### config.mk
export PLATFORM = sky130hd
export DESIGN_NAME = fetch_unit
export DESIGN_NICKNAME = d
export VERILOG_FILES = /design/src/rtl/fetch_unit.sv
export SDC_FILE = /design/constraint.sdc
export NUM_CORES = 1
export LEC_CHECK = 0
export CAP_MARGIN = 40
export CORE_MARGIN = 2
export CORE_UTILIZATION = 33
export DETAILED_ROUTE_END_ITERATION = 8
export PLACE_DENSITY = 0.86
export SYNTH_ARGS = -nofsm -noshare
export SYNTH_HDL_FRONTEND = slang
export SYNTH_SLANG_ARGS = --single-unit
### constraint.sdc
create_clock -name clk -period 1.6 [get_ports clk]
set_clock_uncertainty 0.05 [all_clocks]
set_input_delay 0.32 -clock clk [delete_from_list [all_inputs] [get_ports clk]]
set_output_delay 0.32 -clock clk [all_outputs]
set_load 0.01 [all_outputs]
### src/rtl/fetch_unit.sv
// Instruction fetch sequencer: PC-addressed req/ack read into an IR for decode.
// Optional req timeout with sticky fetch_err when FETCH_TIMEOUT_EN is defined.
module fetch_unit #(
    parameter int a_width = 8,
    parameter int d_width = 16,
    parameter int TIMEOUT = 15
) (
    input  logic               clk,
    input  logic               rst,
    input  logic               run,
    input  logic [a_width-1:0] pc_in,
    output logic [1:0]         pc_ctrl,
    output logic [a_width-1:0] pc_ld,
    output logic [a_width-1:0] mem_addr,
    output logic               mem_req,
    input  logic               mem_ack,
    input  logic [d_width-1:0] mem_rdata,
    output logic [d_width-1:0] ir_out,
    output logic               ir_valid,
    input  logic               ir_ready,
    input  logic               branch_valid,
    input  logic               branch_rel,
    input  logic [a_width-1:0] branch_target,
    output logic               fetch_err
);

    localparam logic [1:0] IDLE  = 2'd0;
    localparam logic [1:0] REQ   = 2'd1;
    localparam logic [1:0] ISSUE = 2'd2;

    localparam logic [1:0] PC_HOLD = 2'b00;
    localparam logic [1:0] PC_ADD  = 2'b01;
    localparam logic [1:0] PC_INC  = 2'b10;
    localparam logic [1:0] PC_LOAD = 2'b11;

    logic [1:0]         state_q, state_d;
    logic [d_width-1:0] ir_q, ir_d;
    logic               irv_q, irv_d;
    logic               err;
    logic               tmo;

`ifdef FETCH_TIMEOUT_EN
    localparam int CW = $clog2(TIMEOUT + 1);

    logic [CW-1:0] cnt_q, cnt_d;
    logic          err_q, err_d;

    // Counter sits at zero outside REQ, so every REQ entry starts fresh.
    assign tmo = (state_q == REQ) && !mem_ack
              && (cnt_q == CW'(TIMEOUT - 1));

    always_comb begin
        cnt_d = '0;
        err_d = err_q;
        if (state_q == REQ && !mem_ack && !tmo)
            cnt_d = cnt_q + 1'b1;
        if (tmo)
            err_d = 1'b1;
    end

    always_ff @(posedge clk) begin
        if (rst) begin
            cnt_q <= '0;
            err_q <= 1'b0;
        end else begin
            cnt_q <= cnt_d;
            err_q <= err_d;
        end
    end

    assign err = err_q;
`else
    logic unused_timeout;

    assign unused_timeout = |TIMEOUT;
    assign tmo = 1'b0;
    assign err = 1'b0;
`endif

    always_comb begin
        state_d = state_q;
        ir_d    = ir_q;
        irv_d   = irv_q;
        pc_ctrl = PC_HOLD;
        pc_ld   = '0;
        unique case (state_q)
            IDLE: begin
                if (run && !err)
                    state_d = REQ;
            end
            REQ: begin
                if (mem_ack) begin
                    ir_d    = mem_rdata;
                    irv_d   = 1'b1;
                    state_d = ISSUE;
                end else if (tmo) begin
                    state_d = IDLE;
                end
            end
            ISSUE: begin
                if (ir_ready) begin
                    irv_d   = 1'b0;
                    state_d = run ? REQ : IDLE;
                    if (branch_valid) begin
                        pc_ctrl = branch_rel ? PC_ADD : PC_LOAD;
                        pc_ld   = branch_target;
                    end else begin
                        pc_ctrl = PC_INC;
                    end
                end
            end
            default: state_d = IDLE;
        endcase
    end

    always_ff @(posedge clk) begin
        if (rst) begin
            state_q <= IDLE;
            ir_q    <= '0;
            irv_q   <= 1'b0;
        end else begin
            state_q <= state_d;
            ir_q    <= ir_d;
            irv_q   <= irv_d;
        end
    end

    assign mem_addr  = pc_in;
    assign mem_req   = (state_q == REQ);
    assign ir_out    = ir_q;
    assign ir_valid  = irv_q;
    assign fetch_err = err;

endmodule

== After elaboration in Yosys (flattened, before gate mapping) ==
Cells that the tools add are included.
Cells by class
  mux-type cells: 15
  equal/unequal tests: 5
  reduce and logical (&&, ||, !) cells: 5
Operator list (number)
  two-way mux 8 bit: 3
  two-way mux 2 bit: 7
  case mux 2 bit (3 select lines): 1
  AND reduction 3 bit: 2
  != test 2 bit, second input constant: 2
  two-way mux 1 bit: 3
  equality test 2 x 1 -> 1 bit, second input constant: 1
  equality test 2 bit, second input constant: 1
  logical NOT 2 bit: 1
  != test 2 x 1 -> 1 bit, second input constant: 1
  case mux 1 bit (2 select lines): 1
  AND reduction 2 bit: 1
  nonzero test 2 bit: 1
Word-level totals
  input bits: 39
  flip-flop bits (word level): 19
  word-level logic and storage cells: 28
  output and inout bits: 37

== Depth between registers and ports, before layout ==
Gate-level depths: netlist of run 1.
  word-level depth: 4
  depth in mapped cells: 5
  mapped depth without buffers: 3

== Worst setup path after synthesis of run 1 ==
No wires, ideal clock.
  path type: register -> output
  start point: reg state_q[1]
  end point: out pc_ld[0]
  cell stages (with the launch flop): 4
  required time: 1230 ps
  path buffers: 0
  arrival: 992 ps
  path slack: 238 ps
  cell sequence: dfxtp_1 inv_1 nor3_2 and2_1
On the way
  cells in the longest elaborated chain, start to end: 2
RTL lines
  from (decl): line 36  | logic [1:0] state_q, state_d;
  from (signal assigned): line 122  | state_q <= state_d;
  equality test 2 bit: line 86  | unique case (state_q)
  two-way mux 8 bit: line 86
  to (decl): line 13  | output logic [a_width-1:0] pc_ld,
No other way between the ends.

== Final worst setup path of run 1 ==
  start point: reg state_q[0]
  end point: out pc_ld[4]
Same word-level chain as after synthesis.

==> results of run 1 <==
-- routing by layer --
metal	track usage (%)	vias to the layer above
li1	-	460
met1	16.67	404
met2	28.31	50
met3	6.831	4
met4	8.750	0
met5	0	-
-- final cells by class --
cell class	count	area share, %
clock inverters	1	0.3416
repair buffers	71	43.89
multi-input cells	72	24.59
well taps	30	2.562
inverters	3	0.7686
clock buffers	3	1.537
flip-flops and latches	19	26.30
-- worst max-delay path by stage --
stage / from / end / slack (ps)
floorplan: state_q[1] / pc_ld[0] / 240
global placement: ir_ready / pc_ld[7] / -530
detailed placement: ir_ready / pc_ld[2] / -590
CTS: state_q[0] / pc_ld[4] / -4
global route: state_q[0] / pc_ld[3] / -70
finish: state_q[0] / pc_ld[4] / 10
-- registers in the layout, summed over array words and instances (netlist names) --
signal,count
state_q,2
ir_out,16
ir_valid,1
-- power breakdown --
group | switching [mW] | internal, mW
clock | 0.145 | 0.0928
sequential | 0.0117 | 0.491
combinational | 0.0720 | 0.126
-- per-stage QoR --
stage	TNS, ps	total power, mW	area [um^2]
3_5_place_dp	-5599	0.7151	1441
6_report	0	0.9387	1465
4_1_cts	-4.275	0.9500	1443
3_3_place_gp	-5085	0.7100	1441
2_1_floorplan	0	0.5994	842.1
5_1_grt	-549.8	0.9846	1465
-- cells by family after synthesis --
logic type | after synthesis
AO/OA/AOI/OAI | 20
flip-flops | 19
AND/OR/NAND/NOR | 51
buffers and inverters | 17
other | 1
-- synthesized netlist by cell type (all sizes together) --
| cell | n |
|---|---|
| nor3 | 1 |
| nand2 | 33 |
| and3b | 1 |
| a21oi | 17 |
| nor2 | 2 |
| dfxtp | 19 |
| and3 | 2 |
| and2 | 7 |
| nor4 | 1 |
| clkbuf | 1 |
| buf | 13 |
| nand2b | 1 |
| nand3b | 1 |
| a21boi | 1 |
| a32oi | 1 |
| inv | 3 |
| conb | 1 |
| o21ai | 1 |
| nor2b | 2 |
-- worst reg2reg max path, stage by stage, from the launching register on --
cell,delay (ps)
dfxtp_4,370
buf_4,130
buf_4,120
and3b_1,220
buf_4,170
nand2_1,60
a21oi_1,110
-- repair_timing --
item | 4_1_cts | 5_1_grt
pin swaps | 2 | 0
buffers inserted | 1 | 1
endpoints found under the hold margin | 0 | 0
gates resized for setup | 49 | 9
endpoints found under the setup margin | 12 | 16
==> metrics.txt, run 1 <==
Synth Area in XOR/XNOR 0%; syn nets 147; routed vias/inst 4.613; Num CTS Buffers 3; Post-Synthesis Cell Area 842.1 um^2; Yosys cell types 21; Starting DRT DRC Count 9; cell taking the most area after synthesis dfxtp_1; DRC Markers 0; max incr delay on CP 360 ps; Worst setup EP type output pin; DIE HEIGHT around 55 um; largest net degree at the start of global routing 12; arrival time worst endpoint 1220 ps; final antenna-violating net count 0; drt first pass iters 4; Final Core Density 59.68%; CP delay by family, top flip-flops; Sink Count 19; worst r2r src state_q[1]; commonest cells after routing, fill and taps aside clkdlybuf4s50_1 (39), nand2_1 (33), a21oi_1 (17), dfxtp_1 (17), buf_4 (13); cts-stage hold buffer count 0; WHS Endpoint ir_out[5]; area of the multi-input gates 360.3 um^2; final setup margin 13.24 ps; WL/cell 11.75 um; unrepaired setup endpoints after global routing yes; FMAX between 0.6 and 0.7 GHz; kind of critical path reg -> out; Syn-to-layout area delta 74.00%; met2 WL post-DR 1165 um; Reg2Reg Setup Slack 310 ps; DP HPWL approximately 1900 um; routed via count 918; max-cap viol count 0; number of global-route vias before repair between 800 and 900; wl on met1 about 910 um; uppermost routed layer met4; largest family of logic cells by synthesized area simple AND/OR/NAND/NOR gates; Routability Congestion about 0.68; cell breakdown of the critical path nor3_2, buf_4, and2_1, buf_2; Synth area leaders dfxtp_1 (45%), nand2_1 (15%), a21oi_1 (10%), buf_4 (9.8%), and2_1 (5.2%); port buffer count 58; first-pass GRT wire length 3456 um; diodes inserted 0; run status finished clean; die area 0.002972 mm^2; most common cell after layout, fill and taps aside clkdlybuf4s50_1; I/O pin cnt 76; Synth Instances 108; Clk Latency, worst-skew pair between 200 and 300 ps; Reg area 385.4 um^2; Critical R2R Capture ir_out[9]; proportion of synthesized area in mux cells 0%; GRT Total Usage between 10% and 20%; Non-Filler Instances 199; Tmin final 1587 ps; Rows 18; Die W 54.52 um; Final Hold Fails 0; WP buf/inv 2; CTS tree done; pre-CTS WS -593.9 ps; Hold WS slightly above 400 ps; min-delay src ir_out[5]; period utilization ~99%; Placed Cells incl. Taps 193; H-Tree Level Count 1; pwr dens 640.7 mW/mm^2; maximum VDD drop 0.0004107 V; DRT Wirelength 2339 um; total core area roughly 0.0025 mm^2; Hold Crit Depth 2; Synth top area share 45.17%; fill count 213; pins over their slew limit 0; Final #Nets 209; post-synthesis compound-gate area fraction between 10% and 20%; CP max FO 8; Leak Pwr a little under 0.7 nW; Final setup viols 0; Seq/Total Area, Yosys 45.17%; CP Launch Type flip-flop; Post-Syn Area per Cell 7.797 um^2; Hold Crit Class reg -> reg; synth warn 0; clock root buffer clkbuf_4; Worst path slowest cell dfxtp_2; Critical Path Stages 4; post-synthesis simple-gate area fraction 28.38%; adder-cell area share of the yosys netlist 0%; R2R depth 6; Worst-path clk slew about 110 ps; met3 routed WL 232 um; #FFs+latches synth 19; Initial Util 34.30%; critical path data required time 1230 ps; Clock Tree Buf Depth 2; GRT Residual Overflow 0; share of cells above drive strength 1 20.12%; initial antenna violation count 0
Power figures use the tool's default switching activity.
==> run 2: changes to the inputs <==
--- a/config.mk
+++ b/config.mk
@@ -5,9 +5,10 @@
 export SDC_FILE = /design/constraint.sdc
 export NUM_CORES = 1
 export LEC_CHECK = 0
-export CAP_MARGIN = 40
+export ABC_AREA = 1
+export ABC_CLOCK_PERIOD_IN_PS = 1600
 export CORE_MARGIN = 2
-export CORE_UTILIZATION = 33
+export CORE_UTILIZATION = 35
 export DETAILED_ROUTE_END_ITERATION = 8
 export PLACE_DENSITY = 0.86
 export SYNTH_ARGS = -nofsm -noshare
==> run 2 against run 1 <==
  * Combinational power grew 29%
  * Clock power shrank 6%
  * Register-to-register slack better by 150 ps
  * Core utilization rose by 1.2 points
  * Fmax grew 2.6%
  * Worst setup slack improved by 41 ps
  * Sequential power increased by 3%
==> metrics.txt, run 2 <==
run status finished clean; Leak Pwr 0.8836 nW; DRT Wirelength 2091 um; I/O pin cnt 76; Post-Layout Inst Area 0.001549 mm^2; Clk Latency, worst-skew pair 270 ps; EDFF count, synth 0; critical path data required time 1230 ps; kind of critical path reg -> out; share of cells above drive strength 1 15.20%; Tmin final 1546 ps; largest net degree at the start of global routing 35; count leader, synth nor2_1; Top FF cell, synth dfxtp_1; Rows 18; Net Sw Frac 24.68%; ys async rst share 0%; Clock Tree Buf Depth 2; max FFs per register 16; Post-Syn Area per Cell 6.484 um^2; Synth top area share 39.63%; Post-Synthesis Cell Area 959.7 um^2; CP Launch Type flip-flop; pwr dens 642.4 mW/mm^2; cell taking the most area after synthesis dfxtp_1; arrival time worst endpoint 1180 ps; Syn-to-layout area delta 61.41%; Final #Nets 244; final antenna-violating net count 0; Starting DRT DRC Count 15; most common cell after layout, fill and taps aside clkdlybuf4s50_1; DIE HEIGHT 56.37 um; cts-stage hold buffer count 0; drt first pass iters 2; GRT Residual Overflow 0; Synth Instances 148; initial antenna violation count 0; Die W roughly 56 um; #FFs+latches synth 19; Hold Crit Class reg -> reg; Placed Area 0.001519 mm^2; WP buf/inv 3; min-delay src ir_valid; Synth area leaders dfxtp_1 (40%), nor2_1 (16%), nand2_1 (14%), inv_1 (12%), buf_4 (7.8%); synth cell count leaders nor2_1 (41), nand2_1 (35), inv_1 (30); diodes inserted 0; sw power around 0.25 mW; CTS tree done; Worst Setup SP state_q[0]; CP max FO 6; GRT Total Usage 14.03%; WL/cell 8.936 um; synth warn 0; Routability Congestion 0.6884; number of global-route vias before repair just over 900; cell breakdown of the critical path inv_2, nand4_4, buf_6, nor2_2, buf_2; Worst setup EP type output pin; die area 0.003177 mm^2; Reg power frac 52.0%; CP delay by family, top buffers and inverters; unrepaired setup endpoints after global routing yes; Worst-path clk slew 90 ps; syn nets 187; max-cap viol count 0; FMAX 0.6469 GHz; internal power 0.7494 mW; routed vias/inst 4.158; Sink Count 19; DP HPWL about 1600 um; routed via count 973; Clock power frac 22.4%; clock root buffer clkbuf_4; worst r2r src state_q[1]; maximum VDD drop ~0.00052 V; Final Hold Fails 0; Hold WS 417.8 ps; period utilization 96.61%; pins over their slew limit 0; total core area ~0.0025 mm^2; Initial Util a little under two fifths; port buffer count 58; Final setup viols 0; first-pass GRT wire length 3629 um; commonest cells after routing, fill and taps aside clkdlybuf4s50_1 (41), nor2_1 (36), nand2_1 (35), inv_1 (29), dfxtp_1 (17); Gate power share 25.6%; H-Tree Level Count 1; Yosys cell types 12; Worst path slowest cell dfxtp_2; Num CTS Buffers 3; Seq/Total Area, Yosys 39.63%; DRC Markers 0; max incr delay on CP 330 ps
-- run 2: cell type report --
| cell class | count | area [um^2] |
|---|---|---|
| fillers | 233 | 996.0 |
| flip-flops and latches | 19 | 382.9 |
| multi-input cells | 86 | 384.1 |
| well taps | 30 | 37.54 |
| inverters | 30 | 112.6 |
| repair buffers | 65 | 605.6 |
| clock buffers | 4 | 26.28 |
-- run 2: tightest hold or removal path, cell delays in order (launching register included) --
cell     delay, ps
dfxtp_1        320
nand2_1         60
a21oi_1         50
-- run 2: power by group through the flow --
stage          logic (mW)  registers, mW  clock network [mW]
2_1_floorplan       0.110          0.542                   0
3_3_place_gp        0.252          0.527                   0
3_5_place_dp        0.255          0.528                   0
4_1_cts             0.257          0.518               0.241
5_1_grt             0.283          0.521               0.270
6_report            0.255          0.517               0.223
-- run 2: worst paths after layout --
path / end / slack (ps) / depth (start not counted)
hold / removal: ir_valid / 420 / 2
setup reg to reg: ir_out[8] / 460 / 6
setup / recovery: pc_ld[1] / 50 / 5
hold reg to reg: ir_valid / 420 / 2
-- run 2: through the flow --
stage	TNS, ps	std cells	setup slack (ps)	utilization, %	power, mW
after global placement	-4750	228	-497.8	59.69	0.7783
after global routing	-77.79	234	-50.02	60.87	1.074
after detailed placement	-4940	228	-518.2	59.69	0.7833
after CTS	-132.2	235	-33.64	60.82	1.017
final	0	234	54.18	60.87	0.9950
after floorplan	0	148	419.6	-	0.6518
-- run 2: logic make-up (layout without fill, tap and decap cells) --
family | count (synthesis) | count (layout) | synth area share, %
other | 1 | 1 | 0.3908
AOI/OAI and AO/OA | 4 | 4 | 2.086
and+or+nand+nor | 81 | 81 | 34.81
buffers and inverters | 43 | 99 | 23.08
DFF | 19 | 19 | 39.63
-- run 2: what timing repair did --
item | 4_1_cts | 5_1_grt
buffers inserted | 3 | 0
pin swaps | 0 | 1
resized for setup | 37 | 18
setup endpoints to repair | 11 | 14
endpoints found under the hold margin | 0 | 0
-- run 2: routing by layer --
layer / track usage, % / up-vias / part of all wire (%)
met5: 0 / - / 0
met3: 4.608 / 2 / 10
met2: 25.88 / 40 / 51
met4: 6.463 / 0 / 0.43
met1: 14.10 / 410 / 38
li1: - / 521 / -
==> run 3: changes to the inputs <==
--- a/config.mk
+++ b/config.mk
@@ -7,10 +7,12 @@
 export LEC_CHECK = 0
 export ABC_AREA = 1
 export ABC_CLOCK_PERIOD_IN_PS = 1600
+export CORE_ASPECT_RATIO = 1.2
 export CORE_MARGIN = 2
-export CORE_UTILIZATION = 35
+export CORE_UTILIZATION = 36
+export CTS_BUF_LIST = sky130_fd_sc_hd__clkbuf_4
 export DETAILED_ROUTE_END_ITERATION = 8
-export PLACE_DENSITY = 0.86
+export PLACE_DENSITY = 0.88
 export SYNTH_ARGS = -nofsm -noshare
 export SYNTH_HDL_FRONTEND = slang
 export SYNTH_SLANG_ARGS = --single-unit
==> run 3 against run 2 <==
  * Critical path depth unchanged
  * Register-to-register slack got worse by 170 ps
  * Combinational power decreased by 3%
  * Wire length increased by 5.2%
  * Core utilization decreased by 0.17 points
==> metrics.txt, run 3 (synthesized netlist as in run 2, its figures left out) <==
Critical Path Sink pc_ld[5]; met2 WL post-DR 1127 um; wl on met1 808 um; Num CTS Buffers 3; drt first pass iters 4; port buffer count between 50 and 60; GRT Total Usage 14.64%; Starting DRT DRC Count 19; Sink Count 19; pins over their slew limit 0; FMAX 0.6418 GHz; Final Hold Fails 0; Worst path slowest cell dfxtp_2; GRT Residual Overflow 0; Hold Crit Depth 2; DRC Markers 0; Tmin final 1558 ps; critical path data required time 1230 ps; Rows 20; met3 routed WL between 200 and 250 um; DP HPWL 1560 um; H-Tree Level Count 1; R2R depth 4; cell breakdown of the critical path inv_2, nand4_4, buf_6, nor2_2, buf_2; first-pass GRT wire length 3429 um; Die W 51.13 um; cts-stage hold buffer count 0; Final setup viols 0; run status finished clean; routed via count approximately 990; number of global-route vias before repair 815; uppermost routed layer met4; Leak Pwr roughly 0.90 nW; die area about 0.0031 mm^2; largest net degree at the start of global routing 35; pwr dens 650.5 mW/mm^2; diodes inserted 0; total core area 0.002527 mm^2; Initial Util between 30% and 40%; Placed Cells incl. Taps 231; CP max FO 8; Final #Nets 243; initial antenna violation count 0; Worst Setup SP state_q[0]; DIE HEIGHT 60.56 um; Placed Area 0.001510 mm^2; I/O pin cnt 76; arrival time worst endpoint 1190 ps; max-cap viol count 0; clock root buffer clkbuf_4; Routability Congestion 0.7643; final antenna-violating net count 0; Post-Layout Inst Area 0.001534 mm^2; Hold WS slightly above 400 ps; Worst-path clk slew around 100 ps; worst r2r src state_q[1]; WL/cell 9.318 um; Reg2Reg Setup Slack roughly 290 ps; commonest cells after routing, fill and taps aside clkdlybuf4s50_1 (40), nor2_1 (35), nand2_1 (35), inv_1 (29), dfxtp_1 (17); Non-Filler Instances 236; maximum VDD drop 0.0004506 V; Hold Crit Class reg -> reg; Syn-to-layout area delta 59.84%; Worst setup EP type output pin; Clk Latency, worst-skew pair between 200 and 300 ps; routed vias/inst 4.203; kind of critical path reg -> out; most common cell after layout, fill and taps aside clkdlybuf4s50_1; DRT Wirelength 2199 um; share of cells above drive strength 1 ~16%; max incr delay on CP 340 ps; CTS tree done; Critical R2R Capture ir_out[8]; Clock Tree Buf Depth 2; period utilization slightly below 100%; Fin Setup TNS 0 ps; max FFs per register 16; CP Launch Type flip-flop
-- run 3: routing by layer --
layer  vias to the layer above  track usage (%)
met4                         0            5.792
met2                        40            27.64
met5                         -                0
met3                         2            6.404
li1                        519                -
met1                       431            13.89
-- run 3: worst min path at each step --
stage | end | startpoint | slack [ps]
2_1_floorplan | ir_valid | rst | 340
3_3_place_gp | ir_valid | ir_valid | 390
3_5_place_dp | ir_valid | ir_valid | 400
4_1_cts | ir_valid | ir_valid | 410
5_1_grt | ir_valid | ir_valid | 430
6_report | ir_valid | ir_valid | 410
-- run 3: where the power goes --
group	internal [mW]	total (mW)	leakage, nW	switching, mW
clock network	0.0928	0.233	0.0177	0.140
registers	0.503	0.517	0.156	0.0139
logic	0.143	0.248	0.724	0.105
-- run 3: layout make-up --
type,count,area [um^2]
Timing Repair Buffer,64,588.1
Inverter,30,112.6
Tap cell,33,41.29
Clock inverter,1,5.005
Fill cell,225,993.5
Multi-Input combinational cell,86,381.6
Sequential cell,19,382.9
Clock buffer,3,22.52
-- run 3: timing repair --
action | CTS | global route
endpoints found under the setup margin | 11 | 13
buffers inserted | 1 | 0
resized for setup | 43 | 14
pin swaps | 1 | 0
-- run 3: worst max-delay path: cells and delay by family (launching register included) --
| kind | cells | cell delay, ps |
|---|---|---|
| buf+inv | 3 | 370 |
| flops | 1 | 340 |
| simple gates | 2 | 200 |
-- run 3: metrics by stage --
stage / util [%] / power (mW) / worst slack (ps)
floorplan: - / 0.6518 / 419.6
global placement: 59.75 / 0.7741 / -501.8
detailed placement: 59.75 / 0.7790 / -527.4
CTS: 59.95 / 1.017 / 1.737
global route: 60.69 / 1.067 / -12.11
finish: 60.69 / 0.9978 / 41.80
